### src/rtl/mips_mem_arbiter.sv
// Two-requester (fetch / data) arbiter onto a single Avalon-style memory bus.
// Alternating priority on ties, misalignment trapping, and a bounded wait-state timeout.
module mips_mem_arbiter #(
  parameter int TIMEOUT = 255
) (
  input  logic        clk,
  input  logic        reset,
  input  logic        i_req,
  input  logic [31:0] i_addr,
  output logic        i_ack,
  output logic [31:0] i_rdata,
  output logic        i_err,
  input  logic        d_read,
  input  logic        d_write,
  input  logic [31:0] d_addr,
  input  logic [31:0] d_wdata,
  input  logic [3:0]  d_byteenable,
  output logic        d_ack,
  output logic [31:0] d_rdata,
  output logic        d_err,
  output logic [31:0] m_address,
  output logic        m_read,
  output logic        m_write,
  output logic [31:0] m_writedata,
  output logic [3:0]  m_byteenable,
  input  logic [31:0] m_readdata,
  input  logic        m_waitrequest,
  output logic        busy
);

  localparam logic [1:0] IDLE   = 2'd0;
  localparam logic [1:0] I_XFER = 2'd1;
  localparam logic [1:0] D_XFER = 2'd2;
  localparam logic [1:0] RESP   = 2'd3;

  localparam logic [8:0] TIMEOUT_LIM = 9'(TIMEOUT);

  // True when the wait cycle being counted now is the last one tolerated.
  function automatic logic timed_out(input logic [7:0] count);
    return ({1'b0, count} + 9'd1) >= TIMEOUT_LIM;
  endfunction

  logic [1:0]  state, state_nxt;
  logic        last_grant;   // 0 = fetch port, 1 = data port
  logic        gnt_port;     // port owning the current transaction
  logic [7:0]  cnt, cnt_nxt;
  logic [31:0] addr_q, wdata_q;
  logic [3:0]  be_q;
  logic        write_q;

  logic        d_req, grant_data, bad, req_any;
  logic        resp_load, resp_err, resp_port;
  logic [31:0] resp_rdata;
  logic        xfer;

  always_comb begin
    state_nxt  = state;
    cnt_nxt    = cnt;
    resp_load  = 1'b0;
    resp_err   = 1'b0;
    resp_rdata = '0;
    d_req      = d_read | d_write;
    req_any    = i_req | d_req;
    grant_data = d_req & (~i_req | ~last_grant);
    bad        = grant_data ? ((d_addr[1:0] != 2'b00) | (d_read & d_write))
                            : (i_addr[1:0] != 2'b00);
    resp_port  = (state == IDLE) ? grant_data : gnt_port;
    case (state)
      IDLE: begin
        if (req_any) begin
          cnt_nxt = '0;
          if (bad) begin
            state_nxt = RESP;
            resp_load = 1'b1;
            resp_err  = 1'b1;
          end else begin
            state_nxt = grant_data ? D_XFER : I_XFER;
          end
        end
      end
      I_XFER, D_XFER: begin
        if (!m_waitrequest) begin
          state_nxt  = RESP;
          resp_load  = 1'b1;
          resp_rdata = write_q ? 32'd0 : m_readdata;
        end else begin
          cnt_nxt = cnt + 8'd1;
          if (timed_out(cnt)) begin
            state_nxt = RESP;
            resp_load = 1'b1;
            resp_err  = 1'b1;
          end
        end
      end
      RESP:    state_nxt = IDLE;
      default: state_nxt = IDLE;
    endcase
  end

  // Control and response state
  always_ff @(posedge clk or negedge reset) begin
    if (!reset) begin
      state      <= IDLE;
      last_grant <= 1'b0;
      gnt_port   <= 1'b0;
      cnt        <= '0;
      i_rdata    <= '0;
      i_err      <= 1'b0;
      d_rdata    <= '0;
      d_err      <= 1'b0;
    end else begin
      state <= state_nxt;
      cnt   <= cnt_nxt;
      if (state == IDLE && req_any) begin
        last_grant <= grant_data;
        gnt_port   <= grant_data;
      end
      if (resp_load) begin
        if (resp_port) begin
          d_rdata <= resp_rdata;
          d_err   <= resp_err;
        end else begin
          i_rdata <= resp_rdata;
          i_err   <= resp_err;
        end
      end
    end
  end

  // Transfer attributes captured at grant; only visible on the bus while in XFER
  always_ff @(posedge clk) begin
    if (state == IDLE && req_any) begin
      addr_q  <= grant_data ? d_addr : i_addr;
      wdata_q <= (grant_data && d_write) ? d_wdata : 32'd0;
      be_q    <= (grant_data && d_write) ? d_byteenable : 4'b1111;
      write_q <= grant_data & d_write;
    end
  end

  assign xfer         = (state == I_XFER) | (state == D_XFER);
  assign m_read       = xfer & ~write_q;
  assign m_write      = xfer & write_q;
  assign m_address    = xfer ? addr_q  : 32'd0;
  assign m_writedata  = xfer ? wdata_q : 32'd0;
  assign m_byteenable = xfer ? be_q    : 4'd0;

  assign i_ack = (state == RESP) & ~gnt_port;
  assign d_ack = (state == RESP) & gnt_port;
  assign busy  = (state != IDLE);

endmodule

### config.mk
export PLATFORM = sky130hd
export DESIGN_NAME = mips_mem_arbiter
export DESIGN_NICKNAME = d
export VERILOG_FILES = /design/src/rtl/mips_mem_arbiter.sv
export SDC_FILE = /design/constraint.sdc
export NUM_CORES = 1
export LEC_CHECK = 0
export BUFFER_PORTS_ARGS = -buffer_cell sky130_fd_sc_hd__buf_2
export CAP_MARGIN = 15
export CORE_ASPECT_RATIO = 0.5
export CORE_MARGIN = 2
export CORE_UTILIZATION = 40
export CTS_BUF_LIST = sky130_fd_sc_hd__clkbuf_8
export DETAILED_ROUTE_END_ITERATION = 16
export HOLD_SLACK_MARGIN = 0.03
export PLACE_DENSITY_LB_ADDON = 0.15
export SLEW_MARGIN = 20
export SYNTH_ARGS = -nofsm -noshare
export SYNTH_HDL_FRONTEND = slang
export SYNTH_SLANG_ARGS = --single-unit
export TNS_END_PERCENT = 100
### constraint.sdc
create_clock -name clk -period 6.8 [get_ports clk]
set_clock_uncertainty 0.2 [all_clocks]
set_input_delay 0.34 -clock clk [delete_from_list [all_inputs] [get_ports clk]]
set_output_delay 0.34 -clock clk [all_outputs]
set_load 0.01 [all_outputs]
Word-level counts from Yosys, hierarchy flattened:

Index checks and enable logic that the tools add are counted.

* output and inout port bits: 139
* memories: 0
* RAM bits: 0
* latch bits: 0
* bits in registers: 146
* logic and storage cells: 73
* ROM bits: 0
* input bits: 138

* multipliers: 0
* mux-type cells: 25
* equal/unequal tests: 6
* magnitude comparators: 1
* $add $sub $neg: 2
* reduce and logical (&&, ||, !) cells: 12
* bitwise gates (word level): 16
* shift-type cells: 0
* div/mod/pow operators: 0

Operators with widths (count)
* $mux W32: 6
* $mux W8: 2
* $pmux W8 S2: 1
* $mux W2: 5
* $add A8 B1 Y9 const B: 1
* $ge A9 B8 Y1 const B: 1
* $add A8 B1 Y8 const B: 1
* $reduce_bool A2 Y1: 4
* $and A1 B1 Y1: 7
* $mux W1: 7
* $pmux W2 S3: 1
* $reduce_and A2 Y1: 3
* $or A1 B1 Y1: 5
* $eq A2 B2 Y1 const B: 2
* $mux W4: 1
* $ne A2 B2 Y1 const B: 2
* $not A1 Y1: 4
* $pmux W1 S2: 2
* $ne A3 B3 Y1 const B: 1
* $reduce_and A3 Y1: 1
* $eq A2 B1 Y1 const B: 1
* $logic_and A1 B1 Y1: 2
* $logic_not A2 Y1: 1
* $reduce_or A2 Y1: 1

Longest topological paths before layout:

Gate-level depths: netlist of the first run.

* depth after elaboration: 8
* mapped depth: 9
* gate-level depth less buffers: 8

Worst setup path after synthesis of the first run:

Ideal clock, no wire load.

* kind: reg-to-reg
* start point: reg state[0]
* end point: reg addr_q[0] (enable)
* library setup time: 0.423 ns
* required time: 6.177 ns
* path slack: 3.973 ns
* data arrival time: 2.204 ns
* buffers on the path: 0
* clock period less this slack: 2.827 ns
* stages on the path, launching flop included: 5
* cell sequence: dfrtp_1 inv_1 ha_1 o31ai_1 inv_1

* cells in the longest elaborated chain, start to end: 2

Ends and longest elaborated chain
* from (decl): line 43 `logic [1:0] state, state_nxt;`
* from (signal assigned): line 112 `state <= state_nxt;`
* $logic_not A2 Y1: line 132 `if (state == IDLE && req_any) begin`
* $logic_and A1 B1 Y1: line 132
* to (signal assigned): line 133 `addr_q <= grant_data ? d_addr : i_addr;`
* to (decl): line 47 `logic [31:0] addr_q, wdata_q;`

Every way passes these cells.
A chain may end at the register's enable or synchronous reset.

Final worst setup path of the first run:

* start point: in i_req
* end point: reg i_rdata[12]

* cells in the longest elaborated chain, start to end: 8
* elaborated cells on any way between the ends: 11
* classes of those cells: mux: 5; bitwise: 5; reduce/logical: 1

Ends and longest elaborated chain
* from (decl): line 8 `input logic i_req,`
* $not A1 Y1: line 64 `grant_data = d_req & (~i_req | ~last_grant);`
* $or A1 B1 Y1: line 64
* $and A1 B1 Y1: line 64
* $mux W1: line 65 `bad = grant_data ? ((d_addr[1:0] != 2'b00) | (d_read & d_write))`
* $mux W1: line 72 `if (bad) begin`
* $mux W1: line 70 `if (req_any) begin`
* $pmux W1 S2: line 68 `case (state)`
* $reduce_and A2 Y1 (no line) *
* to (signal assigned): line 123 `i_rdata <= resp_rdata;`
* to (decl): line 11 `output logic [31:0] i_rdata,`

Mark *: on every way between the ends. The rest lies on a longest branch, timed or not.

==> metrics.yaml, run 1 <==
floorplan:
  io-pin-count: 277
  die_width_um: 187
  row_count: 33
  die-area_um2: 17800
  coreArea_um2: 16400
  start_util_pct: 40.7
  die_y_um: 95.3
power_and_ir_drop:
  power_frac_comb_pct: 46.8
  power_mw: 3.84
  vdd_drop_max_mv: 0.208
  p_switching_mw: 1.44
  leakage_nw: 4.75
  cell_internal_pwr_mw: 2.39
  sw_frac_of_total_pct: 37.7
  powerDensity_nw_per_um2: 391
  seq_power_share_pct: 35.5
  clkPwrFrac_pct: 17.6
outcome:
  outcome: "completed"
worst_setup_path:
  cp-start-kind: "input pin"
  cp_max_fo: 34
  reg2reg_depth: 7
  end_kind: "flip-flop"
  crit_required_ns: 6.92
  r2r_slack_ns: 3.56
  crit_type: "in -> reg"
  cp.arrival_ns: 3.38
synth:
  postSynthCellCount: 493
  synth_edf_count: 69
  synth_cell_types: 38
  synth_xor_area_share_pct: 0.131
  synth_compound_gate_area_share_pct: 3.81
  syn_nets: 637
  synthAdderAreaFrac_pct: 1.13
  synth.mux.area_fraction_pct: 16.4
  synthSimpleGateAreaFrac_pct: 16.0
  synth-seq-cells: 146
  synth.area.top_cells: "edfxtp_1 31%, dfrtp_1 29%, and2_1 13%"
  syn_area_um2: 6660
  avgSynthCellArea_um2: 13.5
  ys_async_sr_fraction_pct: 52.7
  yosysSeqAreaShare_pct: 60.0
  ys_dominant_reg_cell: "dfrtp_1"
  synth_top_family_by_area: "multiplexers"
  synth_top_cell_by_area: "edfxtp_1"
  synth_warnings: 0
  synth_top_area_share_pct: 31.1
timing:
  slew_viol_final: 0
  timing.final.crit_share_pct: 48.0
  hold_violations: 0
  tightest_slew_ns: 0.996
  fin_crit_ns: 3.26
  holdWs_ns: 0.0568
  max_freq_mhz: 306
  slew_headroom_pct: 33.4
  finalWorstSetupSlack_ns: 3.54
  rsz0062_at_grt: "false"
  report.final.setup_viol: 0
  setup_tns_ns: 0
clocking:
  clockBufferDepth: 2
  cts_htree_levels: 4
  worst_skew_pair.late_latency_ns: 0.43
  path_clk_slew_ns: 0.09
  cts_num_sinks: 146
  clock-root-buffer: "clkbuf_8"
  cts_tree: "done"
  post_cts_buffers: 0
  cts_inserted_buffers: 17
finish:
  syn_to_final_growth_pct: 47.4
  fin_nets: 1029
  antennaDiodeCount: 0
  drive_gt1_share_pct: 43.8
  final_area_um2: 9820
placement:
  dp_hpwl_um: 10400
  place_area_um2: 8280
  dp_slack_ns: 3.55
  gp_congestion: 0.754
  portBuffers: 276
drt:
  num_vias: 5197
  ant_nets: 0
  drc: 0
  post_drt_wl_per_cell_um: 14.7
  vias_per_cell: 4.62
  drtIter0Drc: 213
  drt-pass1-iter-count: 4
  finalWirelength_um: 16600
worst_hold_path:
  hp-class: "in -> reg"
  hold-path-cell-count: 3
global_route:
  grt_pass1_vias: 5322
  grt_overflow: 0
  grt_antenna_before_repair: 0
  grt.total_usage_pct: 18.8
  grt_pass1_wl_um: 26100
  grt_max_degree: 78
flow_run:
  cap_violations: 0
## worst max-delay path: stages
cell           delay [ns]
dlygate4sd3_1        0.54
buf_2                0.18
a2bb2oi_4            0.76
nor3_2               0.13
nor3_4               0.35
or3b_1               0.27
o2111ai_4            0.14
buf_4                0.29
mux2_1               0.37
## metal layers
| metal | part of all wire [%] | track usage [%] | wire length (µm) |
|---|---|---|---|
| met1 | 41 | 21.2 | 6710 |
| met2 | 51 | 34.3 | 8440 |
| met3 | 6.2 | 5.52 | 1030 |
| met4 | 2.2 | 7.67 | 371 |
| met5 | 0 | 0 | 0 |
## cells in the mapped netlist (2+ instances only)
cell type,instances
dfrtp_1,77
clkbuf_1,17
ha_1,6
and3_1,2
o2111ai_2,2
a21o_1,2
a22oi_1,2
o21ai_0,12
nand2_1,8
edfxtp_1,69
buf_6,6
nand3_1,3
a211oi_1,2
nor2_1,16
a21oi_1,2
mux2_2,71
mux2_1,26
nand2b_1,4
nor2b_1,4
and2_1,134
inv_1,9
a31oi_1,3
## per-stage QoR
| step | utilization (%) | instances |
|---|---|---|
| 3_5_place_dp | 50.7 | 978 |
| 5_1_grt | 60.1 | 1125 |
| 4_1_cts | 60.1 | 1125 |
| 6_report | 60.1 | 1125 |
| 3_3_place_gp | 50.7 | 978 |
| 2_1_floorplan | - | 493 |
## cells by family (layout without fill, tap and decap cells)
logic type / count (synthesis) / in the layout
buffers and inverters: 33 / 438
flip-flops: 146 / 146
multiplexers: 97 / 97
adder cells (fa/ha/maj): 6 / 6
AO/OA/AOI/OAI: 33 / 33
AND/OR/NAND/NOR: 177 / 177
XOR/XNOR: 1 / 1
## what timing repair did
action | CTS | global route
hold buffers | 115 | 0
gates resized for setup | 0 | 0
endpoints found under the hold margin | 171 | 0
## state kept, by name (all words and copies together) (netlist names), 2 cells and up
name,flops
wdata_q,32
i_rdata,32
cnt,8
addr_q,32
d_rdata,32
be_q,4
state,2
## power groups by stage
stage	sequential, mW	clock [mW]	combinational (mW)
3_3_place_gp	1.37	0	1.72
6_report	1.36	0.677	1.80
4_1_cts	1.36	0.702	1.82
3_5_place_dp	1.38	0	1.74
2_1_floorplan	1.43	0	1.01
5_1_grt	1.40	0.736	1.97
## path summary, 6_finish.rpt
check,startpoint,end
setup reg to reg,gnt_port$_DFFE_PN0P_,i_rdata[12]$_DFFE_PN0P_
min in group asynchronous,reset,gnt_port$_DFFE_PN0P_
hold / removal,m_readdata[29],i_rdata[29]$_DFFE_PN0P_
max in group asynchronous,reset,cnt[6]$_DFFE_PN0P_
hold reg to reg,d_rdata[24]$_DFFE_PN0P_,d_rdata[24]$_DFFE_PN0P_
setup / recovery,i_req,i_rdata[12]$_DFFE_PN0P_
## cell type report
type | instances | area, µm²
Timing Repair Buffer | 397 | 2580
Inverter | 9 | 33.8
Clock buffer | 17 | 234
Fill cell | 1351 | 6530
Sequential cell | 146 | 4000
Clock inverter | 15 | 156
Tap cell | 227 | 284
Multi-Input combinational cell | 314 | 2540
## placed cells by master, fill, tap and decap left out, drive strengths merged, types with 2 or more instances in the layout
cell type    instances
dlygate4sd3        115
clkbuf              17
nor2                16
a31oi                3
o2111ai              2
a21o                 2
buf                282
nand2b               4
a22oi                2
o21ai               12
nor3                 2
bufinv               2
clkinv               5
nor2b                4
mux2                97
nand2                8
nand3                3
a21boi               2
dfrtp               77
a211oi               2
a21oi                2
ha                   6
and3                 2
and2               134
inv                 16
edfxtp              69
Note: power is estimated with default switching activity, not from simulation.
==> run 2, diff against run 1 <==
- clock period: 6.8 -> 2.85 ns (I/O delays scaled with it)
==> metrics.yaml, run 2 (same netlist as run 1, synthesis figures left out) <==
finish:
  regArea_um2: 4000
  multi_input_area_um2: 2540
  layout.cells.non_filler: 1161
  fill_cells: 1313
  drive_gt1_share_pct: 43.4
  final_common_cell: "buf_2"
  final_area_um2: 10300
  fin_nets: 1064
  final_cell_mix: "275 x buf_2, 139 x dlygate4sd3_1, 134 x and2_1"
  syn_to_final_growth_pct: 54.3
global_route:
  grt_pass1_wl_um: 26500
  grt_antenna_before_repair: 0
  grt.total_usage_pct: 19.1
  grt_pass1_vias: 5369
  grt_overflow: 0
  grt_max_degree: 78
flow_run:
  cap_violations: 0
timing:
  slew_headroom_pct: 58.7
  hold_violations: 0
  fin_crit_ns: 2.77
  max_freq_mhz: 361
  tightest_slew_ns: 0.614
  report.final.setup_viol: 0
  slew_viol_final: 0
  finalWorstSetupSlack_ns: 0.0808
  timing.final.crit_share_pct: 97.2
worst_setup_path:
  cp_cell_sequence: "ha_1 -> nor2_1 -> o311ai_1 -> a311oi_2 -> or3b_4 -> o2111ai_4 -> clkbuf_16 -> mux2_2"
  crit_type: "reg -> reg"
  crit_slowest_cell: "or3b_4"
  critical_path.max_stage_delay_ns: 0.46
  cp_max_fo: 6
  r2r_slack_ns: 0.08
  cp-start-kind: "flip-flop"
  r2r_end: "d_rdata[6]$_DFFE_PN0P_"
  cp.arrival_ns: 2.88
  end_kind: "flip-flop"
  r2r_start: "cnt[1]$_DFFE_PN0P_"
  reg2reg_depth: 8
  crit_required_ns: 2.96
floorplan:
  row_count: 33
  die_width_um: 187
  start_util_pct: 40.7
  io-pin-count: 277
  die-area_um2: 17800
  die_y_um: 95.3
  coreArea_um2: 16400
drt:
  finalWirelength_um: 17300
  drt-pass1-iter-count: 4
  vias_per_cell: 4.61
  drc: 0
  num_vias: 5349
  drtIter0Drc: 197
  ant_nets: 0
  post_drt_wl_per_cell_um: 14.9
power_and_ir_drop:
  vdd_drop_max_mv: 0.519
  powerDensity_nw_per_um2: 931
  power_mw: 9.58
  leakage_nw: 4.97
clocking:
  cts_htree_levels: 4
  worst_skew_pair.late_latency_ns: 0.43
  cts_tree: "done"
  clockBufferDepth: 2
  path_clk_slew_ns: 0.09
  clock-root-buffer: "clkbuf_8"
  cts_num_sinks: 146
  cts_inserted_buffers: 17
placement:
  dp_slack_ns: 0.0532
  place_area_um2: 8380
  portBuffers: 276
  gp_congestion: 0.785
  dp.cells: 984
  dp_hpwl_um: 10600
worst_hold_path:
  hp-class: "in -> reg"
  hold_end: "be_q[2]$_SDFFCE_PN1P_"
  worstHoldStart: "d_write"
  hold-path-cell-count: 4
outcome:
  outcome: "completed"
[run 2: cell types whose count changed in the layout (fill, tap and decap cells not counted), moves of 2 or more]
cell / change
dlygate4sd3_1: +24
buf_12: +5
clkinv_4: -3
buf_4: +2
clkbuf_16: +2
inv_1: +2
inv_6: -2
[run 2: metal layers]
metal	routed length, µm	vias up	GRT usage [%]
li1	-	2569	-
met1	7160	2589	22.6
met2	8780	167	34.1
met3	1020	24	5.67
met4	298	0	6.42
met5	0	-	0
[run 2: critical path: cells and delay by family, from the launching register on]
kind	cells	cell delay, ns
muxes	1	0.33
buffers and inverters	1	0.25
and+or+nand+nor	2	0.52
DFF	1	0.42
adders and majority gates	1	0.31
AOI/OAI and AO/OA	3	0.63
[run 2: where the power goes]
group          total (mW)  switching, mW  internal [mW]
combinational        4.64           2.44           2.20
clock                1.70          0.808          0.888
sequential           3.24          0.267           2.97
total                9.58           3.52           6.06
[run 2: timing repair]
| item | in CTS | in global routing |
|---|---|---|
| setup endpoints to repair | 0 | 56 |
| hold buffers | 138 | 1 |
| endpoints found under the hold margin | 215 | 27 |
| resized for setup | 0 | 5 |
| buffers inserted | 0 | 1 |
[run 2: worst max-delay path by stage]
stage / endpoint / cells past startpoint / slack (ns) / startpoint
after floorplan: addr_q[0]$_DFFE_PP_ / 4 / 0.02 / state[0]$_DFFE_PN0P_
after global placement: d_rdata[21]$_DFFE_PN0P_ / 8 / 0.13 / cnt[1]$_DFFE_PN0P_
after detailed placement: d_rdata[16]$_DFFE_PN0P_ / 8 / 0.05 / cnt[1]$_DFFE_PN0P_
after CTS: d_rdata[19]$_DFFE_PN0P_ / 8 / 0.05 / cnt[1]$_DFFE_PN0P_
after global routing: d_rdata[13]$_DFFE_PN0P_ / 8 / -0.04 / cnt[1]$_DFFE_PN0P_
final: d_rdata[6]$_DFFE_PN0P_ / 8 / 0.08 / cnt[1]$_DFFE_PN0P_
[run 2: final cells by class]
class	instances	share of cell area, %
clock buffers	18	2.41
multi-input cells	314	24.7
repair buffers	432	29.3
flip-flops and latches	146	38.9
inverters	9	0.329
clock inverters	14	1.56
diodes	1	0.0243
well taps	227	2.76
[run 2: per-stage QoR]
stage	hold WS (ns)	setup TNS [ns]	util [%]
floorplan	-0.353	0	-
finish	0.241	0	62.9
detailed placement	0.167	0	51.2
CTS	0.214	0	62.2
global route	0.240	-0.469	62.9
global placement	0.160	0	51.2
